### src/rtl/cpu_ctrl_pkg.sv
// Shared definitions for the CPU control sequencer: opcodes, FSM states,
// and the bit positions of the instruction fields.
package cpu_ctrl_pkg;

  localparam logic [1:0] OP_ADD = 2'b00;
  localparam logic [1:0] OP_LW  = 2'b01;
  localparam logic [1:0] OP_SW  = 2'b10;
  localparam logic [1:0] OP_J   = 2'b11;

  localparam int OP_HI  = 7;
  localparam int OP_LO  = 6;
  localparam int RS_HI  = 5;
  localparam int RS_LO  = 4;
  localparam int RT_HI  = 3;
  localparam int RT_LO  = 2;
  localparam int RD_HI  = 1;
  localparam int RD_LO  = 0;
  localparam int OFF_HI = 5;
  localparam int OFF_LO = 0;

  typedef enum logic [2:0] {
    S_IDLE   = 3'd0,
    S_DECODE = 3'd1,
    S_EXEC   = 3'd2,
    S_MEM    = 3'd3,
    S_WB     = 3'd4,
    S_PCUPD  = 3'd5
  } state_t;

  // Extract the opcode field from an instruction byte.
  function automatic logic [1:0] instr_op(input logic [7:0] instr);
    return instr[OP_HI:OP_LO];
  endfunction

endpackage

### src/rtl/cpu_control_sequencer_mem_wait_timer.sv
// Counts cycles spent waiting on data memory; EXPIRED marks the LIMIT-th
// cycle of a wait (count starts at 0 on the first enabled cycle).
module mem_wait_timer #(
  parameter int LIMIT = 15
) (
  input  logic CLK,
  input  logic RST,
  input  logic CLR,
  input  logic EN,
  output logic EXPIRED
);

  logic [7:0] count_reg;

  // Saturating wait counter; cleared whenever the FSM is outside MEM.
  always_ff @(posedge CLK) begin
    if (RST || CLR) begin
      count_reg <= 8'd0;
    end else if (EN && !EXPIRED) begin
      count_reg <= count_reg + 8'd1;
    end
  end

  assign EXPIRED = (count_reg == 8'(LIMIT - 1));

endmodule

### src/rtl/cpu_control_sequencer.sv
// Multicycle control FSM: accepts one instruction per handshake, sequences
// the register file and data memory, strobes PC updates, counts retirements.
module cpu_control_sequencer
  import cpu_ctrl_pkg::*;
#(
  parameter int MEM_TIMEOUT = 15,
  parameter int CNT_W       = 8
) (
  input  logic             CLK,
  input  logic             RST,
  input  logic             INSTR_VALID,
  input  logic [7:0]       INSTR,
  output logic             INSTR_READY,
  input  logic             MEM_ACK,
  output logic [1:0]       REG_SOURCE,
  output logic [1:0]       REG_TWO,
  output logic [1:0]       REG_DEST,
  output logic             REGDST,
  output logic             REGWRITE,
  output logic             MEMTOREG,
  output logic             MEM_READ,
  output logic             MEM_WRITE,
  output logic             PC_WRITE,
  output logic             PC_SRC,
  output logic [5:0]       JUMP_OFFSET,
  output logic             ERR,
  output logic [CNT_W-1:0] INSTR_COUNT
);

  state_t           state_reg, state_next;
  logic [7:0]       instr_reg;
  logic [CNT_W-1:0] count_reg;
  logic             err_reg;
  logic [1:0]       op;
  logic             mem_expired;
  logic             timeout_abort;

  assign op            = instr_op(instr_reg);
  assign timeout_abort = (state_reg == S_MEM) && !MEM_ACK && mem_expired;

  mem_wait_timer #(.LIMIT(MEM_TIMEOUT)) u_timer (
    .CLK     (CLK),
    .RST     (RST),
    .CLR     (state_reg != S_MEM),
    .EN      (state_reg == S_MEM),
    .EXPIRED (mem_expired)
  );

  // State, latched instruction, retire counter and timeout error pulse.
  always_ff @(posedge CLK) begin
    if (RST) begin
      state_reg <= S_IDLE;
      instr_reg <= 8'd0;
      count_reg <= '0;
      err_reg   <= 1'b0;
    end else begin
      state_reg <= state_next;
      if (state_reg == S_IDLE && INSTR_VALID) begin
        instr_reg <= INSTR;
      end
      if (state_reg == S_PCUPD) begin
        count_reg <= count_reg + CNT_W'(1);
      end
      err_reg <= timeout_abort;
    end
  end

  // Next-state and per-state control strobes.
  always_comb begin
    state_next  = state_reg;
    INSTR_READY = 1'b0;
    REGDST      = 1'b0;
    REGWRITE    = 1'b0;
    MEMTOREG    = 1'b0;
    MEM_READ    = 1'b0;
    MEM_WRITE   = 1'b0;
    PC_WRITE    = 1'b0;
    PC_SRC      = 1'b0;
    case (state_reg)
      S_IDLE: begin
        INSTR_READY = 1'b1;
        if (INSTR_VALID) state_next = S_DECODE;
      end
      S_DECODE: begin
        state_next = (op == OP_J) ? S_PCUPD : S_EXEC;
      end
      S_EXEC: begin
        state_next = (op == OP_ADD) ? S_WB : S_MEM;
      end
      S_MEM: begin
        MEM_READ  = (op == OP_LW);
        MEM_WRITE = (op == OP_SW);
        if (MEM_ACK) begin
          state_next = (op == OP_LW) ? S_WB : S_PCUPD;
        end else if (mem_expired) begin
          state_next = S_IDLE;
        end
      end
      S_WB: begin
        REGWRITE   = 1'b1;
        REGDST     = (op == OP_ADD);
        MEMTOREG   = (op == OP_LW);
        state_next = S_PCUPD;
      end
      S_PCUPD: begin
        PC_WRITE   = 1'b1;
        PC_SRC     = (op == OP_J);
        state_next = S_IDLE;
      end
      default: state_next = S_IDLE;
    endcase
  end

  // Addresses come straight from the latched instruction so they stay
  // stable from DECODE until the next accept.
  assign REG_SOURCE  = instr_reg[RS_HI:RS_LO];
  assign REG_TWO     = instr_reg[RT_HI:RT_LO];
  assign REG_DEST    = instr_reg[RD_HI:RD_LO];
  assign JUMP_OFFSET = instr_reg[OFF_HI:OFF_LO];
  assign ERR         = err_reg;
  assign INSTR_COUNT = count_reg;

endmodule
### config.mk
export PLATFORM = sky130hd
export DESIGN_NAME = cpu_control_sequencer
export DESIGN_NICKNAME = d
export VERILOG_FILES = /design/src/rtl/cpu_ctrl_pkg.sv /design/src/rtl/cpu_control_sequencer_mem_wait_timer.sv /design/src/rtl/cpu_control_sequencer.sv
export SDC_FILE = /design/constraint.sdc
export NUM_CORES = 1
export LEC_CHECK = 0
export ABC_AREA = 1
export BUFFER_PORTS_ARGS = -buffer_cell sky130_fd_sc_hd__buf_4
export CAP_MARGIN = 15
export CORE_MARGIN = 3
export CORE_UTILIZATION = 26
export DETAILED_ROUTE_END_ITERATION = 6
export PLACE_DENSITY_LB_ADDON = 0.15
export SKIP_CTS_REPAIR_TIMING = 1
export SYNTH_ARGS = -nofsm -noshare
export SYNTH_HDL_FRONTEND = slang
export SYNTH_HIERARCHICAL = 1
export SYNTH_SLANG_ARGS = --single-unit
### constraint.sdc
create_clock -name CLK -period 1.78 [get_ports CLK]
set_input_delay 0.089 -clock CLK [delete_from_list [all_inputs] [get_ports CLK]]
set_output_delay 0.089 -clock CLK [all_outputs]
set_load 0.01 [all_outputs]
### After elaboration in Yosys (flattened, before gate mapping)

Cells that the tools add are included.
W data, S select, Z words.

* register bits after elaboration: 28
* logic and storage cells: 44
* output and inout bits: 29
* input bits: 12

* reductions and logical operators: 10
* eq/ne operators: 12
* mux-type cells: 15
* add/subtract/negate cells: 2

Operators with widths (count)
* $add A8 B1 Y8 const B: 2
* $mux W3: 5
* $pmux W3 S5: 1
* $mux W1: 9
* $eq A8 B4 Y1 const B: 1
* $eq A3 B2 Y1 const B: 2
* $eq A3 B3 Y1 const B: 2
* $eq A2 B2 Y1 const B: 2
* $logic_and A1 B1 Y1: 4
* $eq A3 B1 Y1 const B: 1
* $logic_not A3 Y1: 1
* $ne A3 B2 Y1 const B: 1
* $ne A3 B3 Y1 const B: 1
* $eq A2 B1 Y1 const B: 1
* $logic_not A1 Y1: 2
* $logic_not A2 Y1: 1
* $ne A2 B2 Y1 const B: 1
* $reduce_and A2 Y1: 1
* $logic_or A1 B1 Y1: 1

### Logic depth before layout (Yosys ltp)

Gate-level depths: netlist of the first run.

* depth after elaboration: 4
* gate-level depth with buffers: 10
* mapped depth without buffers: 10

### Cells and area by module

Netlist of the first run, hierarchy kept.

Modules (own cells, without submodules)
* cpu_control_sequencer: area each 1054.8 um^2, times used 1, sequential area each 400.4 um^2, cells each 149
* mem_wait_timer: area each 469.2 um^2, times used 1, sequential area each 160.2 um^2, cells each 72

### Worst setup path after synthesis of the first run

OpenSTA, ideal clock, no wires.

* path type: reg2reg
* from: register u_timer.count_reg[0]
* to: register state_reg[0]
* data arrival time: 1239 ps
* setup slack: 471 ps
* stages on the path, launching flop included: 11
* buffers on the path: 0
* clock period less this slack: 1309 ps
* cells stage by stage: dfxtp_1 -> inv_1 -> ha_1 -> nand3_2 -> nor2_2 -> nor2_1 -> nand2_1 -> o21ai_0 -> inv_1 -> nand2_1 -> a21oi_1

* word-level cells in the longest chain between the ends: 3

Ends and longest elaborated chain
* start: declaration: RTL line cpu_control_sequencer_mem_wait_timer.sv:13 `logic [7:0] count_reg;`
* start signal: assignment: RTL line cpu_control_sequencer_mem_wait_timer.sv:20 `count_reg <= count_reg + 8'd1;`
* $eq A8 B4 Y1: RTL line cpu_control_sequencer_mem_wait_timer.sv:24 `assign EXPIRED = (count_reg == 8'(LIMIT - 1));`
* net mem_expired: RTL line cpu_control_sequencer.sv:35 `logic mem_expired;`
* $ne A3 B3 Y1 (no line)
* $reduce_and A2 Y1 (no line)
* end signal: assignment: RTL line cpu_control_sequencer.sv:57 `state_reg <= state_next;`
* end: declaration: RTL line cpu_control_sequencer.sv:30 `state_t state_reg, state_next;`

The timed path passes the listed nets, and every way through them passes these cells.
A chain may end at the register's enable or synchronous reset.

### Worst setup path in the final report of the first run

* from: register state_reg[2]
* to: output MEMTOREG

* word-level cells in the longest chain between the ends: 2

Ends and longest elaborated chain
* $eq A3 B3 Y1: RTL line cpu_control_sequencer.sv:79 `case (state_reg)`
* $mux W1: RTL line cpu_control_sequencer.sv:79
* end: declaration: RTL line cpu_control_sequencer.sv:20 `output logic MEMTOREG,`

Every way passes these cells.

==> metrics.csv, run 1 <==
stage,metric,value,unit
timing,worst-margin pin slew,345.7,ps
timing,worst setup margin,271.1,ps
global_routing,number of global-route vias before repair,1271,
global_routing,global route total overflow,0,
synthesis,Yosys cell types,25,
global_routing,largest net degree at the start of global routing,15,
synthesis,register bit total from synthesis,28,
clock_network,CTS sink cnt,28,
min_path,Hold WC Path Type,in2reg,
timing,"Hold Vio Cnt, Final",0,
setup_path,Crit. End Element,output pin,
detailed_routing,routed vias/inst,4.341,
synthesis,Post-Synth Adder-Cell Area,0.02463,
timing,final period utilization,0.8477,
floorplanning,Core Box Area,5574,um^2
clock_network,later-pin clock latency in the skew report,270,ps
synthesis,top cell type's share of synthesized area,0.3678,
clock_network,maximum root-to-sink buffer count,2,
finish,# diodes,0,
setup_path,Worst EP arrival,1420,ps
synthesis,Synth area leader,dfxtp_1,
detailed_routing,Via Count,1402,
setup_path,Setup crit start kind,flop,
timing,TNS Setup,0,ps
finish,Layout area overhead,22.58,%
timing,relative slew slack,0.7674,
placement,Post-Place Worst Slack,326.6,ps
synthesis,main combinational cell family by area after synthesis,simple AND/OR/NAND/NOR gates,
pwr,Max VDD drop,0.0003537,V
floorplanning,FP Rows,27,
floorplanning,IO Pins,41,
setup_path,CP Max Fanout,5,
clock_network,CTS buffer count,3,
floorplanning,Initial Util,0.2734,
global_routing,initial antenna violation count,0,
detailed_routing,drt first-iter violations,39,
synthesis,Yosys Warn Count,6,
timing,Slew Limit Fails,0,
detailed_routing,iteration count of the initial detailed-routing pass,4,
detailed_routing,Total Wirelength,3.566,mm
timing,post-layout min period,1509,ps
global_routing,Total GRT Usage,0.1083,
synthesis,cells after synthesis,221,
finish,final core occ,0.3351,
synthesis,synth top area cells,"dfxtp_1, nand2_1, a21oi_1",
synthesis,Post-Syn Area,1524,um^2
timing,final setup violation count,0,
clock_network,number of H-tree levels,1,
pwr,leak pwr,0.0007823,uW
finish,final net count,268,
detailed_routing,residual DRC count,0,
detailed_routing,Routed Antenna Nets,0,
timing,fmax,0.6627,GHz
synthesis,Synth Area in Simple Gates,0.3555,
placement,Final GP Congestion,0.8982,
setup_path,CP Data Required Time,1690,ps
timing,Worst Clk Skew,3.797,ps
placement,placed cells,319,
synthesis,Compound-Gate Fraction of Synth Area,0.1067,
run_status,status,"finished, final reports clean",
placement,I/O Buffers,40,
floorplanning,Die Y-Extent,82.56,um
placement,hpwl dp,2.706,mm
synthesis,register area share after synthesis,0.3678,
timing,unrepaired setup endpoints after global routing,false,
finish,Layout Cells excl Fill,323,
pwr,"Power, Total",1574,uW
floorplanning,full die area,6816,um^2
synthesis,Post-Syn Nets,236,
flow_run,max-cap violation count,0,
setup_path,crit path kind,reg2out,
clock_network,Worst-path clk slew,90,ps
floorplanning,die width,82.56,um
synthesis,syn avg cell area,6.896,um^2
clock_network,CTS tree,built,
global_routing,first-pass GRT wire length,5.796,mm
pwr,Cell Pwr Density,842.7,nW/um^2
detailed_routing,routed len/inst,11.04,um
finish,layout cells sized above 1,0.2151,
clock_network,root buf cell,clkbuf_8,
synthesis,Synth Area in XOR/XNOR,0.01724,
synthesis,mux contribution to synthesized area,0,
[logic make-up (layout without fill, tap and decap cells)]
kind of cell / after synthesis / after routing
compound gates: 31 / 31
xor+xnor: 3 / 3
fa+ha+maj: 3 / 3
buf+inv: 40 / 70
flops: 28 / 28
simple gates: 116 / 116
[worst paths after layout]
kind,start,end,slack (ps),depth (start not counted)
min,INSTR[1],instr_reg[1]$_SDFFE_PP0P_,90,3
min reg2reg,instr_reg[0]$_SDFFE_PP0P_,instr_reg[0]$_SDFFE_PP0P_,480,2
max reg2reg,u_timer/count_reg[1]$_SDFFE_PP0P_,state_reg[0]$_SDFFE_PP0P_,300,9
max,state_reg[2]$_SDFFE_PP0P_,MEMTOREG,270,5
[stage by stage]
stage          hold slack (ps)  area [um^2]
6_report                 86.37         1868
3_3_place_gp             290.7         1817
2_1_floorplan            167.1         1524
3_5_place_dp             286.5         1817
4_1_cts                 -18.51         1858
5_1_grt                  79.52         1868
[critical path: stages, from the launching register on]
cell and delay (ps):
dfxtp_1 500, inv_1 130, nor2_1 180, inv_1 90
nor2_1 110, buf_4 130
[per-layer routing]
metal  wire (um)  track usage  share of wire
met1        1751       0.1413           0.49
met2        1554       0.1763           0.44
met3         210      0.03145          0.059
met4          50      0.02451          0.014
met5           0            0              0
[power breakdown]
part / internal [uW] / switching [uW]
Clock: 152 / 190
Sequential: 683 / 62.2
Combinational: 198 / 290
[synthesized netlist by cell type (all sizes together)]
master and n:
nor2 29, xor2 1, a41oi 1, xnor2 2, clkbuf 2, nand2 59, inv 26, ha 3
a21oi 20, nand3 19, nand4 4, buf 12, dfxtp 28, nor4 1, nor3 4, o21ai 10
[cell usage in the layout, fill, tap and decap left out]
master,instances
nand2_1,58
buf_4,40
dfxtp_1,28
inv_1,25
nor2_1,25
a21oi_1,20
nand3_1,17
o21ai_0,9
nor3_1,3
nand4_1,3
ha_1,3
clkbuf_8,3
nor2_4,2
nor2_2,2
xnor2_1,2
nand3_4,1
inv_2,1
nand2_4,1
nor3_2,1
nor4_1,1
nand4_4,1
a41oi_1,1
dlygate4sd3_1,1
nand3_2,1
xor2_1,1
o21ai_2,1
[area by class of cell]
type / instances / area (um^2)
timing repair buffer: 41 / 310.3
tap: 72 / 90.09
multi-input combinational: 153 / 768.2
inverter: 26 / 97.59
fill: 616 / 3706
clock buffer: 3 / 41.29
sequential: 28 / 560.5
No activity file was read; power rests on OpenSTA's default activity.
==> run 2: changes to the inputs <==
==> constraint.sdc (replaced) <==
create_clock -name CLK -period 1.3 [get_ports CLK]
set_input_delay 0.065 -clock CLK [delete_from_list [all_inputs] [get_ports CLK]]
set_output_delay 0.065 -clock CLK [all_outputs]
set_load 0.01 [all_outputs]
==> metrics.csv, run 2 (synthesized netlist as in run 1, its figures left out) <==
stage,metric,value,unit,change
floorplanning,FP Rows,27,,unchanged
setup_path,CP Data Required Time,1520,ps,-170 ps
clock_network,CTS tree,built,,
detailed_routing,Routed Antenna Nets,0,,unchanged
timing,relative slew slack,0.8171,,+0.04966
timing,unrepaired setup endpoints after global routing,true,,
min_path,worst hold path stage count,3,,unchanged
pwr,Cell Pwr Density,1192,nW/um^2,+41%
detailed_routing,residual DRC count,0,,unchanged
run_status,failing checks,setup timing,,
clock_network,CTS sink cnt,28,,unchanged
finish,layout cells sized above 1,0.4014,,+0.1863
clock_network,maximum root-to-sink buffer count,2,,unchanged
finish,Layout Cells excl Fill,351,,+8.7%
timing,post-layout min period,1305,ps,
setup_path,terminus of the critical flop-to-flop path,state_reg[0]$_SDFFE_PP0P_,,
setup_path,WP buf/inv,1,,-2
min_path,Worst Hold End,instr_reg[3]$_SDFFE_PP0P_,,
global_routing,Total GRT Usage,0.1188,,+0.01049
detailed_routing,drt first-iter violations,58,,+49%
global_routing,first-pass GRT wire length,6.327,mm,+9.2%
floorplanning,full die area,6816,um^2,unchanged
detailed_routing,routed len/inst,11.22,um,+1.6%
pwr,leak pwr,0.0009866,uW,+26%
clock_network,Worst-path clk slew,100,ps,about the same
timing,Worst Clk Skew,5.543,ps,+1.746 ps
setup_path,"Slowest-stage cell, CP",dfxtp_2,,
placement,Final GP Congestion,0.7484,,-17%
clock_network,root buf cell,clkbuf_8,,
timing,final setup violation count,2,,+2
finish,Layout area overhead,49.10,%,
setup_path,Worst EP arrival,1520,ps,+100 ps
timing,"Hold Vio Cnt, Final",0,,unchanged
setup_path,start of the worst register-to-register path,u_timer/count_reg[1]$_SDFFE_PP0P_,,
floorplanning,Initial Util,0.2734,,unchanged
floorplanning,Core Box Area,5574,um^2,unchanged
placement,hpwl dp,2.887,mm,+6.7%
pwr,"Power, Total",2709,uW,+72%
detailed_routing,Via Count,1524,,+8.7%
setup_path,worst-path cell chain,ha_4 -> nand3_4 -> nor2_4 -> nor2_2 -> nand2_2 -> o21ai_1 -> inv_1 -> nand2_1 -> a21oi_1,,
setup_path,CP Max Fanout,4,,-1
clock_network,number of H-tree levels,1,,unchanged
run_status,status,"finished, violations left",,
setup_path,crit path kind,reg2reg,,
global_routing,global route total overflow,0,,unchanged
detailed_routing,Total Wirelength,3.939,mm,+10%
global_routing,largest net degree at the start of global routing,17,,+2
setup_path,Crit. End Element,flop,,
placement,placed cells,340,,+6.6%
timing,Slew Limit Fails,0,,unchanged
finish,"commonest non-fill, non-tap cell in the layout",buf_4,,
detailed_routing,iteration count of the initial detailed-routing pass,4,,unchanged
floorplanning,die width,82.56,um,unchanged
clock_network,later-pin clock latency in the skew report,280,ps,about the same
setup_path,max incr delay on CP,390,ps,-110 ps
finish,# diodes,0,,unchanged
timing,worst setup margin,-5.373,ps,-276.5 ps
setup_path,reg2reg path depth,9,,unchanged
finish,final net count,295,,+10%
setup_path,R2R Setup Slk,-5,ps,-310 ps
pwr,Max VDD drop,0.0004938,V,+40%
clock_network,CTS buffer count,3,,unchanged
flow_run,max-cap violation count,0,,unchanged
setup_path,Setup crit start kind,flop,,
setup_path,Crit path max-delay family,simple AND/OR/NAND/NOR gates,,
finish,"commonest non-fill, non-tap cells in the layout","buf_4, nand2_1, dfxtp_1",,
min_path,Hold Crit Start,INSTR[3],,
floorplanning,IO Pins,41,,unchanged
floorplanning,Die Y-Extent,82.56,um,unchanged
timing,worst-margin pin slew,274.1,ps,-71.61 ps
detailed_routing,routed vias/inst,4.342,,about the same
timing,fmax,0.7661,GHz,
global_routing,number of global-route vias before repair,1429,,+12%
placement,I/O Buffers,40,,unchanged
placement,Post-Place Worst Slack,-37.76,ps,-364.3 ps
min_path,Hold WC Path Type,in2reg,,
global_routing,initial antenna violation count,0,,unchanged
timing,final period utilization,1.004,,
## run 2: changes by cell type in the layout (fill, tap and decap cells not counted), moves of 3 or more
| cell | before | now |
|---|---|---|
| nor2_2 | 2 | 8 |
| nor2_4 | 2 | 5 |
| nand2_1 | 58 | 55 |
| buf_6 | 0 | 6 |
| buf_4 | 40 | 60 |
| dfxtp_2 | 0 | 5 |
| inv_2 | 1 | 5 |
| dfxtp_1 | 28 | 22 |
| nor2_1 | 25 | 17 |
| nand3_1 | 17 | 14 |
| inv_1 | 25 | 19 |
## run 2: worst max-delay path by stage
stage / from / depth (start not counted) / endpoint
final: u_timer/count_reg[1]$_SDFFE_PP0P_ / 9 / state_reg[0]$_SDFFE_PP0P_
after global routing: u_timer/count_reg[0]$_SDFFE_PP0P_ / 10 / state_reg[0]$_SDFFE_PP0P_
after CTS: state_reg[1]$_SDFFE_PP0P_ / 6 / REGDST
after detailed placement: u_timer/count_reg[0]$_SDFFE_PP0P_ / 10 / state_reg[0]$_SDFFE_PP0P_
after global placement: u_timer/count_reg[0]$_SDFFE_PP0P_ / 10 / state_reg[0]$_SDFFE_PP0P_
after floorplan: u_timer/count_reg[0]$_SDFFE_PP0P_ / 10 / state_reg[0]$_SDFFE_PP0P_
## run 2: final cells by class
cell class	instances	area, um^2
fillers	596	3302
repair buffers	67	528.0
well taps	72	90.09
multi-input cells	154	909.6
clock buffers	3	41.29
flip-flops and latches	28	570.5
clock inverters	1	30.03
inverters	26	102.6
## run 2: per-layer routing
layer / GRT usage / share of wire
met1: 0.1611 / 0.47
met2: 0.1883 / 0.46
met3: 0.01952 / 0.062
met4: 0.04412 / 0.011
met5: 0 / 0
## run 2: worst register-to-register path: stages (launching register included)
cell and delay, ps:
dfxtp_2 390, ha_4 160, nand3_4 100, nor2_4 180, nor2_2 60, nand2_2 70
o21ai_1 70, inv_1 60, nand2_1 60, a21oi_1 110
## run 2: per-stage QoR
step / hold slack (ps) / utilization / area [um^2] / TNS (ps)
after floorplan: 143.1 / - / 1529 / 0
after global placement: 307.0 / 0.3551 / 1979 / 0
final: 50.22 / 0.4076 / 2272 / -10.68
after global routing: 41.18 / 0.4076 / 2272 / -383.6
after CTS: -4.999 / 0.3679 / 2051 / -1034
after detailed placement: 301.1 / 0.3551 / 1979 / -37.76
## run 2: power by group
part	switching [uW]	total, uW	internal [uW]
sequential	89.0	1030	944
combinational	514	970	456
clock	292	705	413
total	896	2710	1810
